**config.mk**
```make
export PLATFORM = sky130hd
export DESIGN_NAME = wb_commit_unit
export DESIGN_NICKNAME = d
export VERILOG_FILES = /design/src/rtl/wb_commit_unit.sv
export SDC_FILE = /design/constraint.sdc
export NUM_CORES = 1
export LEC_CHECK = 0
export BUFFER_PORTS_ARGS = -buffer_cell sky130_fd_sc_hd__buf_4
export CELL_PAD_IN_SITES_DETAIL_PLACEMENT = 1
export CELL_PAD_IN_SITES_GLOBAL_PLACEMENT = 1
export CORE_ASPECT_RATIO = 0.75
export CORE_UTILIZATION = 38
export DETAILED_ROUTE_END_ITERATION = 10
export PLACE_DENSITY = 0.95
export SETUP_SLACK_MARGIN = 0.1
export SLEW_MARGIN = 20
export SYNTH_ARGS = -nofsm -noshare
export SYNTH_HDL_FRONTEND = slang
export SYNTH_SLANG_ARGS = --single-unit
```
**constraint.sdc**
```tcl
create_clock -name clk -period 4.7 [get_ports clk]
set_input_delay 0.47 -clock clk [delete_from_list [all_inputs] [get_ports clk]]
set_output_delay 0.47 -clock clk [all_outputs]
set_load 0.03 [all_outputs]
```
**src/rtl/wb_commit_unit.sv**
```systemverilog
// MEM/WB commit stage: selects writeback data and drives the integer/FP register-file write ports.
// Double-word results are split into an even/odd register pair over two cycles, stalling upstream for the odd write.
module wb_commit_unit #(
  parameter int unsigned DATA_W = 32,
  parameter int unsigned REG_AW = 5
) (
  input  logic              clk,
  input  logic              rst_n,
  input  logic              iWrite,
  input  logic              iFloat,
  input  logic [1:0]        iWBsrc,
  input  logic              iDW,
  input  logic [DATA_W-1:0] iALUout1,
  input  logic [DATA_W-1:0] iALUout2,
  input  logic [DATA_W-1:0] iMemOut1,
  input  logic [DATA_W-1:0] iMemOut2,
  input  logic [DATA_W-1:0] iPcp4,
  input  logic [DATA_W-1:0] iIm,
  input  logic [REG_AW-1:0] iDstReg,
  output logic              oIntWe,
  output logic [REG_AW-1:0] oIntAddr,
  output logic [DATA_W-1:0] oIntData,
  output logic              oFpWe,
  output logic [REG_AW-1:0] oFpAddr,
  output logic [DATA_W-1:0] oFpData,
  output logic              oStall
);

  typedef enum logic {IDLE = 1'b0, SECOND = 1'b1} state_t;

  state_t            state, stateNext;
  logic [REG_AW-1:0] secAddr, secAddrNext;
  logic [DATA_W-1:0] secData, secDataNext;
  logic              secFloat, secFloatNext;
  logic              intWeNext, fpWeNext;
  logic [REG_AW-1:0] intAddrNext, fpAddrNext;
  logic [DATA_W-1:0] intDataNext, fpDataNext;
  logic [DATA_W-1:0] word1, word2;
  logic [REG_AW-1:0] firstAddr;

  // First-word source mux; the high word only ever comes from memory or the ALU.
  always_comb begin
    word1 = iALUout1;
    case (iWBsrc)
      2'd0: word1 = iALUout1;
      2'd1: word1 = iMemOut1;
      2'd2: word1 = iPcp4;
      2'd3: word1 = iIm;
      default: word1 = iALUout1;
    endcase
  end

  assign word2     = (iWBsrc == 2'd1) ? iMemOut2 : iALUout2;
  assign firstAddr = iDW ? {iDstReg[REG_AW-1:1], 1'b0} : iDstReg;
  assign oStall    = (state == SECOND);

  // Next-state and next write-port values; address/data hold when no write is issued.
  always_comb begin
    stateNext    = state;
    secAddrNext  = secAddr;
    secDataNext  = secData;
    secFloatNext = secFloat;
    intWeNext    = 1'b0;
    fpWeNext     = 1'b0;
    intAddrNext  = oIntAddr;
    intDataNext  = oIntData;
    fpAddrNext   = oFpAddr;
    fpDataNext   = oFpData;
    unique case (state)
      IDLE: begin
        if (iWrite) begin
          if (iFloat) begin
            fpWeNext   = 1'b1;
            fpAddrNext = firstAddr;
            fpDataNext = word1;
          end else begin
            intWeNext   = (firstAddr != '0);
            intAddrNext = firstAddr;
            intDataNext = word1;
          end
          if (iDW) begin
            secAddrNext  = {iDstReg[REG_AW-1:1], 1'b1};
            secDataNext  = word2;
            secFloatNext = iFloat;
            stateNext    = SECOND;
          end
        end
      end
      SECOND: begin
        if (secFloat) begin
          fpWeNext   = 1'b1;
          fpAddrNext = secAddr;
          fpDataNext = secData;
        end else begin
          intWeNext   = (secAddr != '0);
          intAddrNext = secAddr;
          intDataNext = secData;
        end
        stateNext = IDLE;
      end
    endcase
  end

  always_ff @(posedge clk or negedge rst_n) begin
    if (!rst_n) begin
      state    <= IDLE;
      secAddr  <= '0;
      secData  <= '0;
      secFloat <= 1'b0;
      oIntWe   <= 1'b0;
      oIntAddr <= '0;
      oIntData <= '0;
      oFpWe    <= 1'b0;
      oFpAddr  <= '0;
      oFpData  <= '0;
    end else begin
      state    <= stateNext;
      secAddr  <= secAddrNext;
      secData  <= secDataNext;
      secFloat <= secFloatNext;
      oIntWe   <= intWeNext;
      oIntAddr <= intAddrNext;
      oIntData <= intDataNext;
      oFpWe    <= fpWeNext;
      oFpAddr  <= fpAddrNext;
      oFpData  <= fpDataNext;
    end
  end

endmodule

```
==> out/qor.txt, run 1 <==
XOR/XNOR Fraction of Synth Area: 0%
Synth Flop Type: dfrtp_1
Clock tree buffer depth: 2
Clock power share: 36.0%
Simple-gate share of the synthesized area: 5.285%
Combinational Power Share: 31.1%
Initial Utilization: 38.87%
Gate Count Post-Synth: 479
Largest net degree at the start of global routing: 66
TritonCTS clock tree: yes
Reg2reg setup slack: 1820 ps
Fillcell total: 1,652
Area Overhead vs Synth: 48.48%
Share of cells above drive strength 1: 53.35%
Post-CTS Setup Inserts: 0
Max IR drop VDD: 0.2695 mV
Crit-path max FO: 47
GPL Wtd Cong: 0.8984
Clk root buf: clkbuf_16
Pre-antenna DRT Iters: 4
Fin Hold WS: 141.7 ps
GR Overflow Total: 0
Antenna violations before repair: 0
Critical R2R Launch: oStall
Final WL: 20.16 mm
CTS sink cnt: 115
Dpl cell area: 0.008100 mm²
Sequential share of the synthesized area: 48.63%
Slew HR: 33.80%
Initial drt markers: 195
Startpoint Class: flip-flop
Critical R2R Capture: oFpData[0]
WL/cell: 20.87 µm
# IOs: 281
Min-Delay Path Class: in -> async
Avg Cell Area, Syn: 12.36 µm²
All-Layer GR Usage: 25.36%
CP Data Required Time: 4990 ps
Post-synth EDFFs: 0
FF/Latch Area: 0.002879 mm²
Cts hold-fix bufs: 0
PortBufs: 280
Syn nets: 683
Adder-cell share of the synthesized area: 0%
Seq cells post-synth: 115
Design area: 0.008787 mm²
Mapped Area: 0.005918 mm²
Antenna diodes: 0
Final setup fails: 0
Clock Latency Late Sink: 410 ps
CTS Buf Count: 17
Max-slew violation count: 0
Die Y: 110.1 µm
Compound-Gate Fraction of Synth Area: 8.118%
Worst slew pin tran: 993.0 ps
Core footprint: 0.01522 mm²
DRT antenna net count: 0
CTS resizes: 0
Cell Int Power: 2889 µW
Sw frac: 31.73%
Period minus WS final: 2878 ps
Vias in the first global route: 5,639
Syn. warnings: 0
Worst-case clock skew: 7.383 ps
Reg2Reg Depth: 4
Post-detail-place hpwl: 14.54 mm
Status: finished, final reports clean
Mux contribution to synthesized area: 33.62%
Distinct cells, synth: 27
Net Switching: 1343 µW
Period utilization: 61.24%
Sequential fraction of design power: 32.9%
Static Leak: 0.004483 µW
DIE WIDTH: 146.1 µm
Maxcap violations: 0
Layout net count: 953
Row count: 39
Largest family of logic cells by synthesized area: multiplexers
Pwr dens: 481.6 mW/mm²
CP Capture Type: flip-flop
Clock transition at path regs: 50 ps
Routed vias: 5,055
Unrepaired setup endpoints after global routing: no
Final hold vios: 0
First-pass GRT wire length: 30.57 mm
CTS H-Tree Depth: 4
Setup_tns: 0 ps
Synth async-reset ratio: 100.0%
Critical Path AT: 3170 ps
Total die area: 0.01608 mm²
Area occupied by multi-input gates: 0.002795 mm²
Drt drc: 0
Setup CP Type: reg -> reg
Fmax: 0.3474 GHz
Vias per cell: 5.233
[power groups by stage]
stage	Clock [µW]	Sequential, µW	Combinational, µW
global route	1590	1420	1390
CTS	1540	1390	1330
floorplan	0	1710	409
detailed placement	0	1400	1320
finish	1520	1390	1320
global placement	0	1380	1270
[metrics by stage]
stage | total power (µW) | worst slack [ps] | std cells | utilization (%)
final | 4232 | 1822 | 966 | 57.72
after global routing | 4395 | 1656 | 966 | 57.72
after CTS | 4269 | 1790 | 966 | 57.72
after detailed placement | 2727 | 1816 | 935 | 53.21
after global placement | 2654 | 1900 | 935 | 53.21
after floorplan | 2120 | 2981 | 479 | -
[placed cells by master, fill, tap and decap left out, types with 2 or more instances in the layout]
| master | synthesis | routed |
|---|---|---|
| buf_4 | 10 | 288 |
| dfrtp_1 | 115 | 114 |
| mux2i_1 | 96 | 96 |
| nand2_1 | 65 | 65 |
| mux2_2 | 63 | 63 |
| o21ai_0 | 33 | 33 |
| o221ai_1 | 31 | 31 |
| mux2_4 | 19 | 19 |
| clkbuf_16 | 0 | 17 |
| bufinv_16 | 0 | 7 |
| clkinv_2 | 0 | 4 |
| nand2b_1 | 5 | 3 |
| inv_1 | 2 | 2 |
| nand2b_2 | 0 | 2 |
| clkbuf_8 | 0 | 2 |
[how the worst max path moves through the flow]
stage | from | end | slack (ps) | cells after the start
after global routing | oStall | oFpData[31] | 1660 | 4
after global placement | oStall | oFpData[0] | 1900 | 4
after floorplan | oStall | oFpData[16] | 2980 | 6
after CTS | oStall | oFpData[0] | 1790 | 4
final | oStall | oFpData[0] | 1820 | 4
after detailed placement | oStall | oFpData[0] | 1820 | 4
[sequential cells by signal, summed over array words and instances, names as in the netlist]
signal    cells
oIntAddr      5
oStall        1
secAddr       5
secData      32
oIntWe        1
oFpWe         1
secFloat      1
oFpData      32
oFpAddr       5
oIntData     32
[cells by family after synthesis]
logic type,Yosys count
DFF,115
AOI/OAI and AO/OA,69
and+or+nand+nor,76
buffers and inverters,39
muxes,180
[cell type report]
cell class,count,share of cell area [%]
Inverter,2,0.08543
Clock inverter,11,2.620
Sequential cell,115,32.76
Clock buffer,20,5.197
Tap cell,205,2.919
Multi-Input combinational cell,325,31.81
Timing Repair Buffer,288,24.60
[per-layer routing]
layer	vias to the layer above	track usage (%)	wire, µm
met2	223	47.44	10520
met3	35	6.502	1405
met1	2515	27.54	7803
li1	2282	-	-
met4	0	11.24	433
met5	-	0	0
[worst max-delay path, stage by stage, from the launching register on]
cell and delay, ps:
dfrtp_2 1020, and3b_1 290, a21oi_4 510, buf_4 520, mux2_2 390
[synthesized netlist by cell type (5+ instances only)]
| library cell | count | share of area, % |
|---|---|---|
| o21ai_0 | 33 | 2.8 |
| dfrtp_1 | 115 | 49 |
| buf_4 | 10 | 1.3 |
| buf_2 | 11 | 0.93 |
| mux2_2 | 63 | 12 |
| mux2i_1 | 96 | 16 |
| clkbuf_1 | 9 | 0.57 |
| o221ai_1 | 31 | 4.6 |
| buf_6 | 5 | 0.95 |
| nand2b_1 | 5 | 0.53 |
| nand2_1 | 65 | 4.1 |
| mux2_4 | 19 | 4.8 |
(Power assumes the default switching activity.)
==> inputs of run 2 (changes only) <==
Settings changed: ABC_AREA from default to 1, CORE_UTILIZATION 38 to 29, PLACE_DENSITY 0.95 to 0.89.
Clock period 4.7 ns to 2.4 ns, I/O delays scaled along.
==> out/qor.txt, run 2 <==
Syn. warnings: 0
Final hold vios: 0
Max IR drop VDD: 0.3687 mV
Pre-antenna DRT Iters: 4
Largest net degree at the start of global routing: 116
Final WL: 25.78 mm
Share of cells above drive strength 1: 29.67%
Initial Utilization: 29.85%
Avg Cell Area, Syn: 7.065 µm²
Routed vias: 6,696
# IOs: 281
WL/cell: 18.18 µm
GR Overflow Total: 0
Synth cell count leaders: nand2_1 (404), dfrtp_1 (115), o21ai_0 (74)
First-pass GRT wire length: 39.60 mm
Static Leak: 0.004919 µW
Antenna violations before repair: 1
Min-Delay Path Class: in -> reg
Final setup fails: 0
Layout net count: 1,329
Maxcap violations: 0
PortBufs: 280
Row count: 45
Startpoint Class: flip-flop
DRT antenna net count: 0
Synth async-reset ratio: 100.0%
Synth Flop Type: dfrtp_1
Post-CTS Setup Inserts: 0
Slew HR: 49.87%
Sequential share of the synthesized area: 47.31%
Period minus WS final: 1800 ps
Die Y: 127.4 µm
Clock transition at path regs: 50 ps
Setup_tns: 0 ps
DIE WIDTH: 169.2 µm
Worst slew pin tran: 752.0 ps
Core footprint: 0.02038 mm²
Critical Path AT: 2140 ps
Clk root buf: clkbuf_16
Syn nets: 1,065
Vias per cell: 4.722
Drt drc: 0
Clock Latency Late Sink: 410 ps
Worst-case clock skew: 11.31 ps
GPL Wtd Cong: 0.8646
Top-count cell post-synth: nand2_1
Mapped Area: 0.006083 mm²
Distinct cells, synth: 19
TritonCTS clock tree: yes
Seq cells post-synth: 115
Unrepaired setup endpoints after global routing: no
Most common cell after layout, fill and taps aside: nand2_1
CTS H-Tree Depth: 4
Most frequent cells in the layout: nand2_1 (404), buf_4 (294), dfrtp_1 (114), o21ai_0 (74), nand3_1 (57)
Synth top area share: 47.31%
Clock tree buffer depth: 2
Total die area: 0.02157 mm²
Fin Hold WS: 95.76 ps
Synth area leader: dfrtp_1
Post-synth EDFFs: 0
Pwr dens: 789.6 mW/mm²
CTS sink cnt: 115
Fmax: 0.5555 GHz
Setup CP Type: reg -> reg
Crit-path max FO: 64
Top area cells in the synthesized netlist: dfrtp_1 (47%), nand2_1 (25%), o21ai_0 (6.1%)
Max-slew violation count: 0
Period utilization: 75.01%
Vias in the first global route: 7,089
Initial drt markers: 415
CP Data Required Time: 2740 ps
CTS Buf Count: 17
CP Capture Type: flip-flop
Gate Count Post-Synth: 861
Post-detail-place hpwl: 19.46 mm
All-Layer GR Usage: 24.27%
Largest registers: oFpData (32), oIntData (32), secData (32)
Status: finished, final reports clean
Antenna diodes: 0
Area Overhead vs Synth: 48.62%
run 2: cell types whose count changed in the layout (fill, tap and decap cells not counted), moves of 19 or more:
cell      delta
nand2_1    +339
mux2i_1     -96
mux2_2      -63
nand3_1     +57
inv_1       +44
o21ai_0     +41
nor2_1      +32
o21bai_1    +32
a21oi_1     +31
o221ai_1    -31
mux2_4      -19
run 2: what timing repair did:
action                                  CTS  global route
gates resized for setup                   0             0
hold buffers                              1             0
endpoints found under the setup margin    0             0
hold endpoints to repair                115             0
run 2: metal layers:
layer / wire length (µm) / GRT usage [%] / share of wire, % / vias to the layer above
li1: - / - / - / 3246
met2: 11670 / 38.05 / 45 / 215
met5: 17 / 0 / 0.066 / -
met3: 1320 / 4.740 / 5.1 / 27
met1: 12380 / 33.94 / 48 / 3206
met4: 385 / 6.942 / 1.5 / 2
run 2: final timing paths:
kind / startpoint / endpoint / slack, ps / cells past startpoint
max: oStall / oIntData[6] / 600 / 5
min: iMemOut2[20] / secData[20] / 100 / 3
max reg2reg: oStall / oIntData[6] / 600 / 5
min reg2reg: oFpAddr[4] / oFpAddr[4] / 470 / 2
max in group asynchronous: rst_n / oIntData[25] / 1440 / 3
min in group asynchronous: rst_n / secData[7] / 460 / 3
run 2: kinds of logic after synthesis:
family | share of synthesized area, %
DFF | 47.31
buffers and inverters | 7.281
AOI/OAI and AO/OA | 13.06
and+or+nand+nor | 32.35
run 2: worst max-delay path, stage by stage, from the launching register on:
cell     delay (ps)
dfrtp_2         490
buf_4           640
nand2_1         250
nand2_1         170
nand2_1          70
nand2_1          70
run 2: stage by stage:
stage / std cells / setup slack, ps / power, µW / cell area [µm²] / utilization (%)
floorplan: 861 / 984.8 / 3675 / 6083 / -
global placement: 1387 / 625.6 / 4731 / 8478 / 41.60
detailed placement: 1387 / 584.7 / 4800 / 8478 / 41.60
CTS: 1418 / 585.7 / 7195 / 9041 / 44.36
global route: 1418 / 465.9 / 7474 / 9041 / 44.36
finish: 1418 / 599.7 / 7139 / 9041 / 44.36
run 2: report_power, final:
group,switching (µW),total [µW],internal (µW)
Combinational,1350,2170,824
Sequential,290,2600,2310
Clock,881,2370,1490
Total,2520,7140,4620
run 2: layout make-up:
type | instances | area (µm²)
Fill cell | 2606 | 11340
Clock buffer | 21 | 470.5
Timing Repair Buffer | 298 | 2277
Tap cell | 282 | 352.8
Sequential cell | 115 | 2879
Inverter | 50 | 187.7
Multi-Input combinational cell | 643 | 2791
Clock inverter | 9 | 82.58
